<file path="src/rtl/pipe_hazard_ctrl_pkg.sv">
// pipe_hazard_ctrl_pkg: shared pipeline encodings for the hazard controller
package pipe_hazard_ctrl_pkg;
  typedef enum logic {RUN = 1'b0, MD_WAIT = 1'b1} state_t;
  localparam int REG_AW = 5;
  localparam logic [1:0] NOP_ALU_OP = 2'b00;
endpackage

</file>
<file path="src/rtl/load_use_detect.sv">
// load_use_detect: flags an ID source operand that depends on the load currently in EX
// ports: rs_addr/rt_addr/rs_use/rt_use from ID, rd_addr/mem_read from EX, hazard out
module load_use_detect
  import pipe_hazard_ctrl_pkg::*;
(
  input  logic [REG_AW-1:0] rs_addr,
  input  logic [REG_AW-1:0] rt_addr,
  input  logic              rs_use,
  input  logic              rt_use,
  input  logic [REG_AW-1:0] rd_addr,
  input  logic              mem_read,
  output logic              hazard
);
  assign hazard = mem_read && rd_addr != '0 &&
                  ((rs_use && rs_addr == rd_addr) || (rt_use && rt_addr == rd_addr));
endmodule

</file>
<file path="src/rtl/pipe_hazard_ctrl.sv">
// pipe_hazard_ctrl: load-use stall, branch flush and MULT/DIV hold sequencing for the 5-stage pipe
// ports: clk, rst_n (sync, active-low); ID operand info and EX load/branch status in;
// pc_en, if_id_en, if_id_flush, id_ex_en, id_ex_bubble, ex_mem_bubble, md_start, md_busy out.
// HAZ_STAT_EN adds saturating stall_cnt and flush_cnt outputs. State updates on negedge clk.
module pipe_hazard_ctrl
  import pipe_hazard_ctrl_pkg::*;
#(
  parameter int MD_LAT = 4,
  parameter int CNT_W  = 4
) (
  input  logic              clk,
  input  logic              rst_n,
  input  logic [REG_AW-1:0] id_rs_addr,
  input  logic [REG_AW-1:0] id_rt_addr,
  input  logic              id_rs_use,
  input  logic              id_rt_use,
  input  logic              id_md_op,
  input  logic [REG_AW-1:0] ex_rd_addr,
  input  logic              ex_mem_read,
  input  logic              ex_branch_taken,
  output logic              pc_en,
  output logic              if_id_en,
  output logic              if_id_flush,
  output logic              id_ex_en,
  output logic              id_ex_bubble,
  output logic              ex_mem_bubble,
  output logic              md_start,
  output logic              md_busy
`ifdef HAZ_STAT_EN
  ,
  output logic [15:0]       stall_cnt,
  output logic [15:0]       flush_cnt
`endif
);
  state_t state;
  logic [CNT_W-1:0] cnt;
  logic lu, run, flush, stall, issue;
  load_use_detect u_lud (
    .rs_addr(id_rs_addr), .rt_addr(id_rt_addr), .rs_use(id_rs_use), .rt_use(id_rt_use),
    .rd_addr(ex_rd_addr), .mem_read(ex_mem_read), .hazard(lu)
  );
  // flush outranks load-use, and a flushed MULT/DIV never issues
  assign run   = state == RUN;
  assign flush = run && ex_branch_taken;
  assign stall = run && !ex_branch_taken && lu;
  assign issue = run && !ex_branch_taken && !lu && id_md_op;
  assign pc_en         = run && !stall;
  assign if_id_en      = run && !stall;
  assign if_id_flush   = flush;
  assign id_ex_en      = run;
  assign id_ex_bubble  = flush || stall;
  assign ex_mem_bubble = !run;
  assign md_busy       = !run;
  always_ff @(negedge clk) begin
    if (!rst_n) begin
      state    <= RUN;
      cnt      <= '0;
      md_start <= 1'b0;
    end else begin
      md_start <= issue;
      state    <= issue ? MD_WAIT : (!run && cnt == CNT_W'(1)) ? RUN : state;
      cnt      <= issue ? CNT_W'(MD_LAT - 1) : !run ? cnt - CNT_W'(1) : cnt;
    end
  end
`ifdef HAZ_STAT_EN
  always_ff @(negedge clk) begin
    if (!rst_n) begin
      stall_cnt <= '0;
      flush_cnt <= '0;
    end else begin
      stall_cnt <= stall_cnt + {15'd0, (stall || !run) && !(&stall_cnt)};
      flush_cnt <= flush_cnt + {15'd0, flush && !(&flush_cnt)};
    end
  end
`endif
endmodule

</file>
<file path="config.mk">
export PLATFORM = sky130hd
export DESIGN_NAME = pipe_hazard_ctrl
export DESIGN_NICKNAME = d
export VERILOG_FILES = /design/src/rtl/pipe_hazard_ctrl_pkg.sv /design/src/rtl/load_use_detect.sv /design/src/rtl/pipe_hazard_ctrl.sv
export SDC_FILE = /design/constraint.sdc
export NUM_CORES = 1
export LEC_CHECK = 0
export ABC_AREA = 1
export BUFFER_PORTS_ARGS = -buffer_cell sky130_fd_sc_hd__buf_2
export CELL_PAD_IN_SITES_DETAIL_PLACEMENT = 1
export CELL_PAD_IN_SITES_GLOBAL_PLACEMENT = 1
export CORE_UTILIZATION = 26
export CTS_CLUSTER_SIZE = 30
export DETAILED_ROUTE_END_ITERATION = 8
export PLACE_DENSITY = 0.81
export SLEW_MARGIN = 0
export SYNTH_ARGS = -nofsm -noshare
export SYNTH_HDL_FRONTEND = slang
export SYNTH_SLANG_ARGS = --single-unit
</file>
<file path="constraint.sdc">
create_clock -name clk -period 1.1 [get_ports clk]
set_input_delay 0.165 -clock clk [delete_from_list [all_inputs] [get_ports clk]]
set_output_delay 0.165 -clock clk [all_outputs]
set_load 0.02 [all_outputs]
</file>
Yosys cells after proc, flatten, opt, wreduce, memory -nomap -nowiden

Index checks and enable logic that the tools add are counted.

Bitwise logic cells: 2
Reduce and logical (&&, ||, !) cells: 20
Muxes and demuxes: 4
$add $sub $neg: 1
Equality and inequality tests: 3

Operator list:

| cell                                                 | count |
|---|---|
| logical AND 1 bit                                    | 11 |
| equality test 5 bit                                  | 2 |
| nonzero test 5 bit                                   | 1 |
| equality test 4 x 1 -> 1 bit (second input constant) | 1 |
| two-way mux 2 bit                                    | 2 |
| nonzero test 2 bit                                   | 2 |
| subtractor 4 x 1 -> 4 bit (second input constant)    | 1 |
| zero test 1 bit                                      | 3 |
| logical OR 1 bit                                     | 2 |
| two-way mux 1 bit                                    | 2 |
| inverter 1 bit                                       | 2 |
| OR reduction 2 bit                                   | 1 |

Output and inout port bits: 8
Input port bits: 22
Bits in registers: 6
Word-level logic and storage cells: 34

Longest topological paths before layout

Gate-level depths: netlist of the first run.

Word-level depth: 8
Gate-level depth with buffers: 10

Hierarchy

Synthesis of the first run repeated with hierarchy kept, for this count alone.

Cells, all modules: 101
Area, all modules: 568.0 um^2

Modules (own cells, without submodules):

| module           | area each (um^2) | instances | cells each | seq. area each (um^2) |
|---|---|---|---|---|
| pipe_hazard_ctrl | 351.6            | 1         | 47         | 120.1 |
| load_use_detect  | 216.5            | 1         | 54         | 0.0 |

==> flow_summary.yaml, run 1 <==
worst_setup_path:
  crit_path_end_kind: "primary output"
  critPathTopFamily: "flip-flops"
  crit_start: "ex_mem_bubble$_SDFFE_NN0P_"
  cp_slowest_cell: "dfxtp_4"
  cp.required_ps: 940
  timing.rr.start: "ex_mem_bubble$_SDFFE_NN0P_"
  startpoint_type: "flop"
  cp_max_fo: 6
  path_buf_inv: 3
  worstSetupPathType: "reg -> out"
  crit_arrival_ps: 1510
  critical_path.cell_chain: "inv_6 > o21ai_2 > inv_2 > buf_6"
  cpPeakStageDelay_ps: 380
cells_and_area:
  antenna_cells: 0
  nNetsFinal: 169
  syn_to_final_growth_pct: 91.59
  regArea_um2: 125.1
  multi_input_area_um2: 376.6
  nFillCells: 262
  drive_above_1_share: 0.5385
  final_util: 0.5284
run:
  drv_cap: 0
run_status:
  status: "finished with violations"
  violations: "negative setup slack"
cts:
  htree_num_levels: 1
  cts_buffers: 3
  cts_buffer_depth: 2
  cts_tree: "yes"
  clockRootBuffer: "clkbuf_4"
  clock_latency_ps: 330
  clock-sinks: 6
  path_clk_slew_ps: 30
  cts_hold_buf: 0
floorplan:
  die_y_um: 47.39
  core.rowCount: 16
  initial_core_util: 0.2758
  die_w_um: 47.39
  num_io_pins: 30
  fp.coreArea_um2: 1942
  die-area_um2: 2245
logic_synthesis:
  syn-num-nets: 124
  synth_area_um2: 535.5
  ys.flop_type: "dfxtp_1"
  synth.area.top_cells: "nand2_1 26%, dfxtp_1 22%, inv_1 15%"
  async_reset_ff_frac: 0
  synth_edf_count: 0
  ys_seq_area_frac: 0.2243
  synth_top_area_frac: 0.2593
  yosysUniqueCellTypes: 15
  avgSynthCellArea_um2: 5.355
  syn_inst: 100
  ys_warn_count: 0
  synth_top_area_cell: "nand2_1"
  yosys_register_bits: 6
power_and_ir_drop:
  peakVddDrop_uv: 429.0
  cellLeakagePower_nw: 0.5762
  powerDensity_nw_per_um2: 959.2
  finalPower_mw: 0.9841
min_path:
  min_path_type: "reg -> reg"
  min-delay-start: "cnt[1]$_SDFFE_NN0P_"
timing:
  hold_viol_final: 0
  setup_violations: 14
  slew_headroom: 0.8445
  setup_ws_ps: -573.1
  worstMarginPinSlew_ps: 232.8
  rsz0062_at_grt: "true"
  slew_viol_final: 0
  skew_ps: 28.15
routing:
  drt_iter0_markers: 3
  drc: 0
  wirelength_um: 1995
  vias: 753
  first_pass_iters: 3
  ant_nets: 0
  drt-vias-per-instance: 4.429
  wl_per_cell_um: 11.74
placement:
  portBuffers: 29
  hpwl_um: 1374
  gp_congestion: 0.7322
global_route:
  grt_pass1_vias: 797
  grt_pass1_wl_um: 3146
  antenna_found_initial: 0
  grt-ovfl-total: 0
  grt_max_degree: 7
  grtUsageTotal: 0.1998
==> state kept, by name, summed over array words and instances (netlist names) <==
name and count:
cnt 4, ex_mem_bubble 1, md_start 1
==> worst reg2reg max path, cell delays in order, from the launching register on <==
cell     delay (ps)
dfxtp_4         360
buf_4           140
nor3b_1         240
buf_4           170
nand2_1          50
nand2_1          80
nor2_1           50
==> worst paths after layout <==
| check | endpoint | slack [ps] | cells past startpoint |
|---|---|---|---|
| setup reg to reg | cnt[3]$_SDFFE_NP0P_ | -120 | 6 |
| hold reg to reg | cnt[1]$_SDFFE_NN0P_ | 530 | 2 |
| setup / recovery | pc_en | -570 | 4 |
| hold / removal | cnt[1]$_SDFFE_NN0P_ | 530 | 2 |
==> layout by cell type (no fill, tap or decap), drive strengths merged <==
cell type / Yosys / layout
ha: 2 / 2
buf: 3 / 38
xor2: 2 / 2
nand2: 38 / 38
dfxtp: 6 / 6
nor3b: 1 / 1
inv: 23 / 28
nand3: 5 / 5
clkbuf: 0 / 3
o211ai: 1 / 1
nand4: 1 / 1
nor2: 14 / 14
a21oi: 1 / 1
o21ai: 3 / 3
==> routing by layer <==
layer	wire length, µm	GRT usage	vias to the layer above
met5	0	0	-
met4	17	0.05143	0
met3	65	0.02692	2
met2	1202	0.4301	22
met1	710	0.1882	348
li1	-	-	381
==> final cells by class <==
class,count,area share
timing repair buffer,38,0.3171
inverter,22,0.1171
multi-input combinational,68,0.3671
tap,27,0.03293
clock inverter,6,0.02195
clock buffer,3,0.02195
sequential,6,0.1220
==> report_power, final <==
part / internal (mW) / total (mW) / switching (mW) / leakage [nW]
registers: 0.242 / 0.263 / 0.0213 / 0.0504
clock network: 0.154 / 0.313 / 0.158 / 0.0458
logic: 0.196 / 0.408 / 0.212 / 0.480
total: 0.592 / 0.984 / 0.392 / 0.576
==> kinds of logic (layout without fill, tap and decap cells) <==
kind of cell | after synthesis | after routing | share of synthesized area
buffers and inverters | 26 | 69 | 0.2033
AND/OR/NAND/NOR | 59 | 59 | 0.4416
adder cells (fa/ha/maj) | 2 | 2 | 0.04672
flip-flops | 6 | 6 | 0.2243
XOR/XNOR | 2 | 2 | 0.03272
AO/OA/AOI/OAI | 5 | 5 | 0.05139
==> synth_stat cells (2+ instances only) <==
| cell type | number |
|---|---|
| o21ai_0 | 3 |
| nand3_1 | 5 |
| dfxtp_1 | 6 |
| inv_1 | 22 |
| nand2_1 | 37 |
| nor2_1 | 14 |
| xor2_1 | 2 |
| ha_1 | 2 |
| buf_4 | 3 |
==> what timing repair did <==
item / in CTS / in global routing
hold endpoints to repair: 0 / 0
resized for setup: 33 / 22
pin swaps: 14 / 18
buffers inserted: 2 / 2
setup endpoints to repair: 14 / 14
==> through the flow <==
stage	std cells	instance area (µm²)	hold WS (ps)	TNS (ps)	worst slack (ps)
floorplan	100	594.3	454.6	-3488	-463.9
global placement	158	780.7	473.8	-4517	-499.7
detailed placement	158	780.7	485.4	-5122	-569.1
CTS	168	947.2	506.9	-5150	-579.8
global route	170	1026	559.2	-6345	-624.7
finish	170	1026	530.6	-5618	-573.1
Power figures use the tool's default switching activity.
==> inputs of run 2 (changes only) <==
--- a/config.mk
+++ b/config.mk
@@ -13,6 +13,7 @@
 export CTS_CLUSTER_SIZE = 30
 export DETAILED_ROUTE_END_ITERATION = 8
 export PLACE_DENSITY = 0.81
+export SETUP_SLACK_MARGIN = 0.4
 export SLEW_MARGIN = 0
 export SYNTH_ARGS = -nofsm -noshare
 export SYNTH_HDL_FRONTEND = slang
==> run 2 against run 1 <==
The flow finishes with violations (design-rule violations, negative setup slack). Critical path depth did not move. Wire length fell by 6.1%. First-iteration DRC count rose to 2.7 times the previous value. Clock power fell by 6.7%. Sequential cell count did not move. Clock skew fell by 17 ps. Via count fell by 2.1%. Clock-buffer cell count did not move. Sequential power barely moved. Non-clock buffer count fell by 1. Combinational power fell by 4%. Critical path type unchanged. Largest cell class unchanged. Highest routed layer is now met3.
==> flow_summary.yaml, run 2 (synthesis gave the netlist of run 1 again) <==
run_status:
  status: "finished with violations"
  violations: "design-rule violations, negative setup slack"
worst_setup_path:
  crit_arrival_ps: 1520
  cp_max_fo: 7
  startpoint_type: "flop"
  cpPeakStageDelay_ps: 390
  r2r_slack_ps: -140
  critical_path.cell_chain: "inv_6 > o21ai_2 > inv_2 > buf_6"
  worstSetupPathType: "reg -> out"
  crit_path_end_kind: "primary output"
  cp.required_ps: 940
  cp_slowest_cell: "dfxtp_4"
cells_and_area:
  largest_reg_flops: 4
  top_register: "cnt"
  mostFrequentLayoutCells: "20 x nand2_1, 18 x nand2_2, 15 x inv_1, 13 x nor2_1, 13 x buf_6"
  layout_commonest_cell: "nand2_1"
  antenna_cells: 0
  nNetsFinal: 168
  design_area_um2: 1001
  drive_above_1_share: 0.5352
  syn_to_final_growth_pct: 86.92
floorplan:
  die-area_um2: 2245
  die_w_um: 47.39
  die_y_um: 47.39
  num_io_pins: 30
  fp.coreArea_um2: 1942
  core.rowCount: 16
  initial_core_util: 0.2758
power_and_ir_drop:
  p_clk_frac: 0.308
  powerDensity_nw_per_um2: 946.2
  pwr-share-comb: 0.415
  seqPwrFrac: 0.278
  p_sw_mw: 0.3620
  power.internal_mw: 0.5851
  peakVddDrop_uv: 499.3
  cellLeakagePower_nw: 0.5612
  p_sw_frac: 0.3822
timing:
  skew_ps: 10.86
  worstMarginPinSlew_ps: 274.0
  hold_viol_final: 0
  slew_viol_final: 0
  setup_violations: 14
  slew_headroom: 0.8170
  rsz0062_at_grt: "true"
  setup_ws_ps: -588.2
cts:
  cts_tree: "yes"
  cts_buffer_depth: 2
  path_clk_slew_ps: 30
  clockRootBuffer: "clkbuf_4"
  clock-sinks: 6
  htree_num_levels: 1
  cts_hold_buf: 0
  cts_buffers: 3
  clock_latency_ps: 310
min_path:
  min_path_type: "reg -> reg"
routing:
  ant_nets: 0
  vias: 737
  first_pass_iters: 8
  drt_iter0_markers: 8
  wl_per_cell_um: 11.08
  drt-vias-per-instance: 4.361
  drc: 1
  wirelength_um: 1873
global_route:
  grt_max_degree: 8
  grt-ovfl-total: 0
  grt_pass1_wl_um: 2780
  grtUsageTotal: 0.1800
  antenna_found_initial: 0
  grt_pass1_vias: 730
placement:
  gp_congestion: 0.7350
  pre_cts_ws_ps: -558.5
  postPlaceCellArea_um2: 790.8
  portBuffers: 29
  hpwl_um: 1428
run:
  drv_cap: 0
-- run 2: changes by cell type in the layout (fill, tap and decap cells not counted), moves of 2 or more --
cell	change
buf_6	+3
buf_8	-3
nand2_2	+3
buf_2	-2
nand2_1	-2
nor2_1	+2
nor2_2	-2
-- run 2: critical path: cells and delay by family, from the launching register on --
family          cells  cell delay (ps)
compound gates      1               50
buf+inv             3              230
flops               1              390
-- run 2: repair_timing --
item,4_1_cts,5_1_grt
setup buffers,2,0
gates resized for setup,36,13
pin swaps,12,11
endpoints found under the setup margin,14,14
-- run 2: stage by stage --
step	utilization	setup TNS [ps]	total power, mW	std cells	hold WS, ps
after floorplan	-	-3485	0.4915	100	454.6
after global placement	0.4072	-4543	0.5924	159	479.6
after detailed placement	0.4072	-4909	0.6106	159	497.6
after CTS	0.4929	-5134	0.9379	169	518.4
after global routing	0.5155	-5792	1.049	169	563.5
final	0.5155	-5156	0.9471	169	532.8
-- run 2: area by class of cell --
type,count,area (µm²)
fill,270,940.9
multi-input combinational,68,367.9
timing repair buffer,37,311.5
sequential,6,127.6
inverter,22,115.1
tap,27,33.78
clock buffer,3,22.52
clock inverter,6,22.52
-- run 2: worst paths after layout --
| kind | start | to | depth (start not counted) |
|---|---|---|---|
| setup reg to reg | ex_mem_bubble$_SDFFE_NN0P_ | cnt[3]$_SDFFE_NP0P_ | 7 |
| setup / recovery | ex_mem_bubble$_SDFFE_NN0P_ | pc_en | 4 |
| hold reg to reg | cnt[1]$_SDFFE_NN0P_ | cnt[1]$_SDFFE_NN0P_ | 2 |
| hold / removal | cnt[1]$_SDFFE_NN0P_ | cnt[1]$_SDFFE_NN0P_ | 2 |
-- run 2: power groups by stage --
stage,logic [mW],clock network [mW],registers [mW]
6_report,0.393,0.292,0.263
5_1_grt,0.437,0.346,0.265
4_1_cts,0.371,0.305,0.262
3_5_place_dp,0.307,0.0393,0.265
3_3_place_gp,0.291,0.0393,0.262
2_1_floorplan,0.191,0.0393,0.261
-- run 2: per-layer routing --
| metal | vias to the layer above | track usage | share of wire |
|---|---|---|---|
| met2 | 24 | 0.3616 | 0.59 |
| met5 | - | 0 | 0 |
| met3 | 0 | 0.05000 | 0.046 |
| met1 | 336 | 0.1758 | 0.37 |
| met4 | 0 | 0.04571 | 0 |
| li1 | 377 | - | - |
